### config.mk
export PLATFORM = sky130hd
export DESIGN_NAME = oht2bin_pipe
export DESIGN_NICKNAME = d
export VERILOG_FILES = /design/src/rtl/oht2bin_pipe.sv
export SDC_FILE = /design/constraint.sdc
export NUM_CORES = 1
export LEC_CHECK = 0
export ABC_AREA = 1
export BUFFER_PORTS_ARGS = -buffer_cell sky130_fd_sc_hd__buf_2
export CAP_MARGIN = 10
export CORE_MARGIN = 2
export CORE_UTILIZATION = 46
export CTS_CLUSTER_DIAMETER = 200
export CTS_CLUSTER_SIZE = 14
export DETAILED_ROUTE_END_ITERATION = 10
export PLACE_DENSITY = 0.69
export REMOVE_ABC_BUFFERS = 1
export SYNTH_ARGS = -nofsm -noshare
export SYNTH_HDL_FRONTEND = slang
export SYNTH_SLANG_ARGS = --single-unit
### constraint.sdc
create_clock -name clk -period 3 [get_ports clk]
set_clock_uncertainty 0.05 [all_clocks]
set_input_delay 0.3 -clock clk [delete_from_list [all_inputs] [get_ports clk]]
set_output_delay 0.3 -clock clk [all_outputs]
set_load 0.02 [all_outputs]
### src/rtl/oht2bin_pipe.sv
// Pipelined one-hot to binary encoder: a SPLIT-ary reduction tree, one registered
// level per stage, with valid/ready flow control and bubble-collapsing stalls.
module oht2bin_pipe #(
    parameter  int unsigned WIDTH     = 16,
    parameter  int unsigned SPLIT     = 4,
    localparam int unsigned WIDTH_LOG = $clog2(WIDTH),
    localparam int unsigned SPLIT_LOG = $clog2(SPLIT),
    localparam int unsigned LEVELS    = (WIDTH_LOG + SPLIT_LOG - 1) / SPLIT_LOG
) (
    input  logic                 clk,
    input  logic                 rst_n,
    input  logic                 s_vld,
    output logic                 s_rdy,
    input  logic [WIDTH-1:0]     s_oht,
    output logic                 m_vld,
    input  logic                 m_rdy,
    output logic [WIDTH_LOG-1:0] m_bin,
    output logic                 m_err
);

    logic [LEVELS-1:0] vld_q;
    logic [LEVELS-1:0] vld_d;
    logic [LEVELS-1:0] adv;

    // A stage may load when it is empty or its contents move on this edge.
    always_comb begin
        adv = '0;
        adv[LEVELS-1] = ~vld_q[LEVELS-1] | m_rdy;
        for (int k = int'(LEVELS) - 2; k >= 0; k--) begin
            adv[k] = ~vld_q[k] | adv[k+1];
        end
    end

    always_comb begin
        vld_d    = vld_q;
        vld_d[0] = adv[0] ? s_vld : vld_q[0];
        for (int k = 1; k < int'(LEVELS); k++) begin
            if (adv[k]) vld_d[k] = vld_q[k-1];
        end
    end

    always_ff @(posedge clk or negedge rst_n) begin
        if (!rst_n) vld_q <= '0;
        else        vld_q <= vld_d;
    end

    assign s_rdy = adv[0];
    assign m_vld = vld_q[LEVELS-1];

    for (genvar lv = 0; lv < int'(LEVELS); lv++) begin : g_stage
        localparam bit          LAST    = (lv == int'(LEVELS) - 1);
        localparam int unsigned IN_N    = WIDTH >> (SPLIT_LOG * lv);
        localparam int unsigned OUT_N   = LAST ? 1 : (IN_N >> SPLIT_LOG);
        localparam int unsigned GRP     = IN_N / OUT_N;
        localparam int unsigned GRP_LOG = $clog2(GRP);
        localparam int unsigned IN_IW   = SPLIT_LOG * lv;
        localparam int unsigned OUT_IW  = IN_IW + GRP_LOG;

        logic                          in_vld;
        logic [IN_N-1:0]               c_any;
        logic [IN_N-1:0]               c_flag;
        logic [OUT_N-1:0]              any_d;
        logic [OUT_N-1:0]              multi_d;
        logic [OUT_N-1:0][GRP_LOG-1:0] sel;
        logic [OUT_N-1:0][OUT_IW-1:0]  idx_raw;
        logic [OUT_N-1:0][OUT_IW-1:0]  idx_d;
        logic [OUT_N-1:0]              any_q;
        logic [OUT_N-1:0]              flag_q;
        logic [OUT_N-1:0][OUT_IW-1:0]  idx_q;

        if (lv == 0) begin : g_leaf
            assign in_vld  = s_vld;
            assign c_any   = s_oht;
            assign c_flag  = '0;
            assign idx_raw = sel;
        end else begin : g_node
            logic [IN_N-1:0][IN_IW-1:0]  c_idx;
            logic [OUT_N-1:0][IN_IW-1:0] sub;

            assign in_vld = vld_q[lv-1];
            assign c_any  = g_stage[lv-1].any_q;
            assign c_flag = g_stage[lv-1].flag_q;
            assign c_idx  = g_stage[lv-1].idx_q;

            // Lower index bits come from the active child; garbage on multi is masked later.
            always_comb begin
                sub = '0;
                for (int g = 0; g < int'(OUT_N); g++) begin
                    for (int c = 0; c < int'(GRP); c++) begin
                        if (c_any[g*GRP + c]) sub[g] = c_idx[g*GRP + c];
                    end
                end
            end

            always_comb begin
                idx_raw = '0;
                for (int g = 0; g < int'(OUT_N); g++) begin
                    idx_raw[g] = {sel[g], sub[g]};
                end
            end
        end

        // Per group: any child set, more than one set (or inherited), and which one.
        always_comb begin
            any_d   = '0;
            multi_d = '0;
            sel     = '0;
            for (int g = 0; g < int'(OUT_N); g++) begin
                for (int c = 0; c < int'(GRP); c++) begin
                    if (c_flag[g*GRP + c]) multi_d[g] = 1'b1;
                    if (c_any[g*GRP + c]) begin
                        if (any_d[g]) multi_d[g] = 1'b1;
                        any_d[g] = 1'b1;
                        sel[g]   = GRP_LOG'(c);
                    end
                end
            end
        end

        always_comb begin
            idx_d = idx_raw;
            if (LAST) begin
                for (int g = 0; g < int'(OUT_N); g++) begin
                    if (!any_d[g] || multi_d[g]) idx_d[g] = '0;
                end
            end
        end

        // Payload only loads on a real transfer into this stage; no reset needed.
        always_ff @(posedge clk) begin
            if (adv[lv] && in_vld) begin
                any_q  <= any_d;
                flag_q <= multi_d;
                idx_q  <= idx_d;
            end
        end
    end

    assign m_bin = g_stage[LEVELS-1].idx_q[0];
    assign m_err = ~g_stage[LEVELS-1].any_q[0] | g_stage[LEVELS-1].flag_q[0];

endmodule

==> results.tsv <==
metric	value	unit
placed instance area	1270	µm²
worst path buffer plus inverter count	1	
largest net degree at the start of global routing	17	
post-route cell area	1310	µm²
PortBufs	26	
Ant. Diodes	0	
sequential power share	0.651	
critical path's largest stage delay	0.45	ns
fin cells	177	
clock slew at reported path FFs	0.12	ns
synth unique cells	15	
initial antenna violation count	0	
Hold WC Path Type	in -> reg	
Post-route DRC	0	
Layout area overhead	18.2	%
period utilisation layout	0.492	
final critical-path required period	1.48	ns
Slew HR	0.600	
first-pass GRT wire length	3.11	mm
Num CTS Buffers	3	
fill count	198	
vias per cell	4.69	
commonest non-fill, non-tap cell in the layout	nand2_1	
Chip Height	53.0	µm
register area share after synthesis	0.643	
f_max	678	MHz
Fin. Hold Viols	0	
total gr overflow	0	
area of the multi-input gates	328	µm²
Slew Limit Fails	0	
CP delay by family, top	buffers and inverters	
Fin Hold WS	0.156	ns
FF+latch area	711	µm²
fin util	0.585	
Clock Tree Root	clkbuf_4	
placed cells	172	
final setup fails	0	
area of the die	2810	µm²
internal cell power	0.468	mW
Final WS setup	1.53	ns
Yosys top cell area share	0.597	
R2R depth	3	
Final Wtd Congestion	0.792	
Ports	27	
Core Region	2230	µm²
worst slack, placed	1.50	ns
max-cap viol count	0	
Max VDD drop	0.254	mV
main area contributors after synthesis	edfxtp_1, nand2_1, inv_1	
pwr/cell area	470	nW/µm²
share of layout cells above drive strength 1	0.228	
Slowest cell on crit path	inv_1	
Clock Latency Late Sink	0.30	ns
initial core utilization	0.495	
Routed Antenna Nets	0	
status	complete, no violations	
most frequent cells in the layout	nand2_1, buf_2, edfxtp_1	
FF-to-FF Start	vld_q[1]$_DFFE_PN0P_	
synthesized area	1110	µm²
leakage power	0.607	nW
CTS tree	built	
CP Capture Type	register	
Row Count	17	
critical-path cell list	nand3_1 > nand2_1 > inv_1	
chip width	53.0	µm
WL/cell	10.3	µm
Switching Fraction	0.238	
overall power	0.614	mW
initial DRC count	13	
R2R Setup Slk	1.53	ns
final-stage net count	170	
Vias	830	
syn avg cell area	9.37	µm²
hold path endpoint	vld_q[0]$_DFFE_PN0N_	
DP Wirelength	1.43	mm
Required @ worst endpoint	2.90	ns
R2R Path End	g_stage[0].idx_q[6]$_SDFFCE_PP1P_	
WHS Path Cells	3	
# H-tree levels	1	
RSZ-0062 raised after global routing	no	
Post-CTS Resized	0	
vias in the first global route	820	
largest fanout on the critical path	16	
Comb pwr share	0.127	
Clock power frac	0.222	
Yosys top cell by area	edfxtp_1	
First-pass DRT Iterations	5	
register bit total from synthesis	24	
Fin Setup TNS	0	ns
Setup CP Type	reg -> reg	
Cells after Synth	118	
Worst Path Arrival	1.38	ns
CP startpoint kind	register	
Net Switching	0.146	mW
Ys Warns	0	
Tightest Pin Transition	0.599	ns
WL final	1.82	mm
Clock Tree Buf Depth	2	
Sink Count	24	
HP Start	s_vld	
GRT Resource Usage Total	0.158	
[cells in the mapped netlist]
master,n
or3_1,1
or2_4,1
nand3_1,3
nand2_2,1
o21ai_0,3
inv_1,18
dfrtp_1,2
o21bai_1,1
nand3_2,1
nor2_1,15
o211ai_1,1
edfxtp_1,22
a21oi_1,5
nor2_2,2
nand2_1,42
[worst max path at each step]
stage / start / endpoint / slack, ns / depth (start not counted)
finish: vld_q[1]$_DFFE_PN0P_ / g_stage[0].idx_q[6]$_SDFFCE_PP1P_ / 1.53 / 3
global route: vld_q[1]$_DFFE_PN0P_ / g_stage[0].idx_q[6]$_SDFFCE_PP1P_ / 1.38 / 3
CTS: vld_q[1]$_DFFE_PN0P_ / g_stage[0].idx_q[6]$_SDFFCE_PP1P_ / 1.50 / 3
detailed placement: m_rdy / g_stage[0].flag_q[2]$_DFFE_PP_ / 1.50 / 5
global placement: m_rdy / g_stage[0].any_q[2]$_SDFFCE_PP1P_ / 1.54 / 5
floorplan: vld_q[1]$_DFFE_PN0P_ / g_stage[0].any_q[0]$_SDFFCE_PP1P_ / 1.41 / 3
[power by group through the flow]
stage | Combinational (mW) | Sequential (mW) | Clock [mW]
after global routing | 0.0899 | 0.402 | 0.157
final | 0.0779 | 0.400 | 0.137
after detailed placement | 0.0780 | 0.408 | 0
after floorplan | 0.0385 | 0.415 | 0
after CTS | 0.0792 | 0.400 | 0.144
after global placement | 0.0740 | 0.407 | 0
[worst register-to-register path: stages (launching register included)]
cell     delay [ns]
dfrtp_1        0.42
nand3_1        0.13
nand2_1        0.08
inv_1          0.45
[per-layer routing]
metal	global-route usage	wire, µm	vias up
li1	-	-	439
met1	0.149	727	359
met2	0.290	963	26
met3	0.0424	81	6
met4	0.111	44	0
met5	0	0	-
[cell type report]
type                    instances  area share
flip-flops and latches         24       0.544
multi-input cells              76       0.251
clock buffers                   3      0.0172
inverters                      18      0.0517
repair buffers                 27       0.107
clock inverters                 1     0.00287
well taps                      28      0.0268
[what timing repair did]
| item | 4_1_cts | 5_1_grt |
|---|---|---|
| hold buffers | 1 | 0 |
| buffers inserted | 0 | 0 |
| endpoints found under the hold margin | 2 | 0 |
[sequential cells by signal, summed over array words and instances, names as in the netlist]
signal          count
g_stage.idx_q       8
g_stage.any_q       5
g_stage.flag_q      5
m_bin               4
vld_q               2
[cell families after synthesis]
logic type             after synthesis  synth area share
and+or+nand+nor                     66             0.247
DFF                                 24             0.643
AOI/OAI and AO/OA                   10            0.0498
buffers and inverters               18            0.0611
Note: power is estimated with default switching activity, not from simulation.
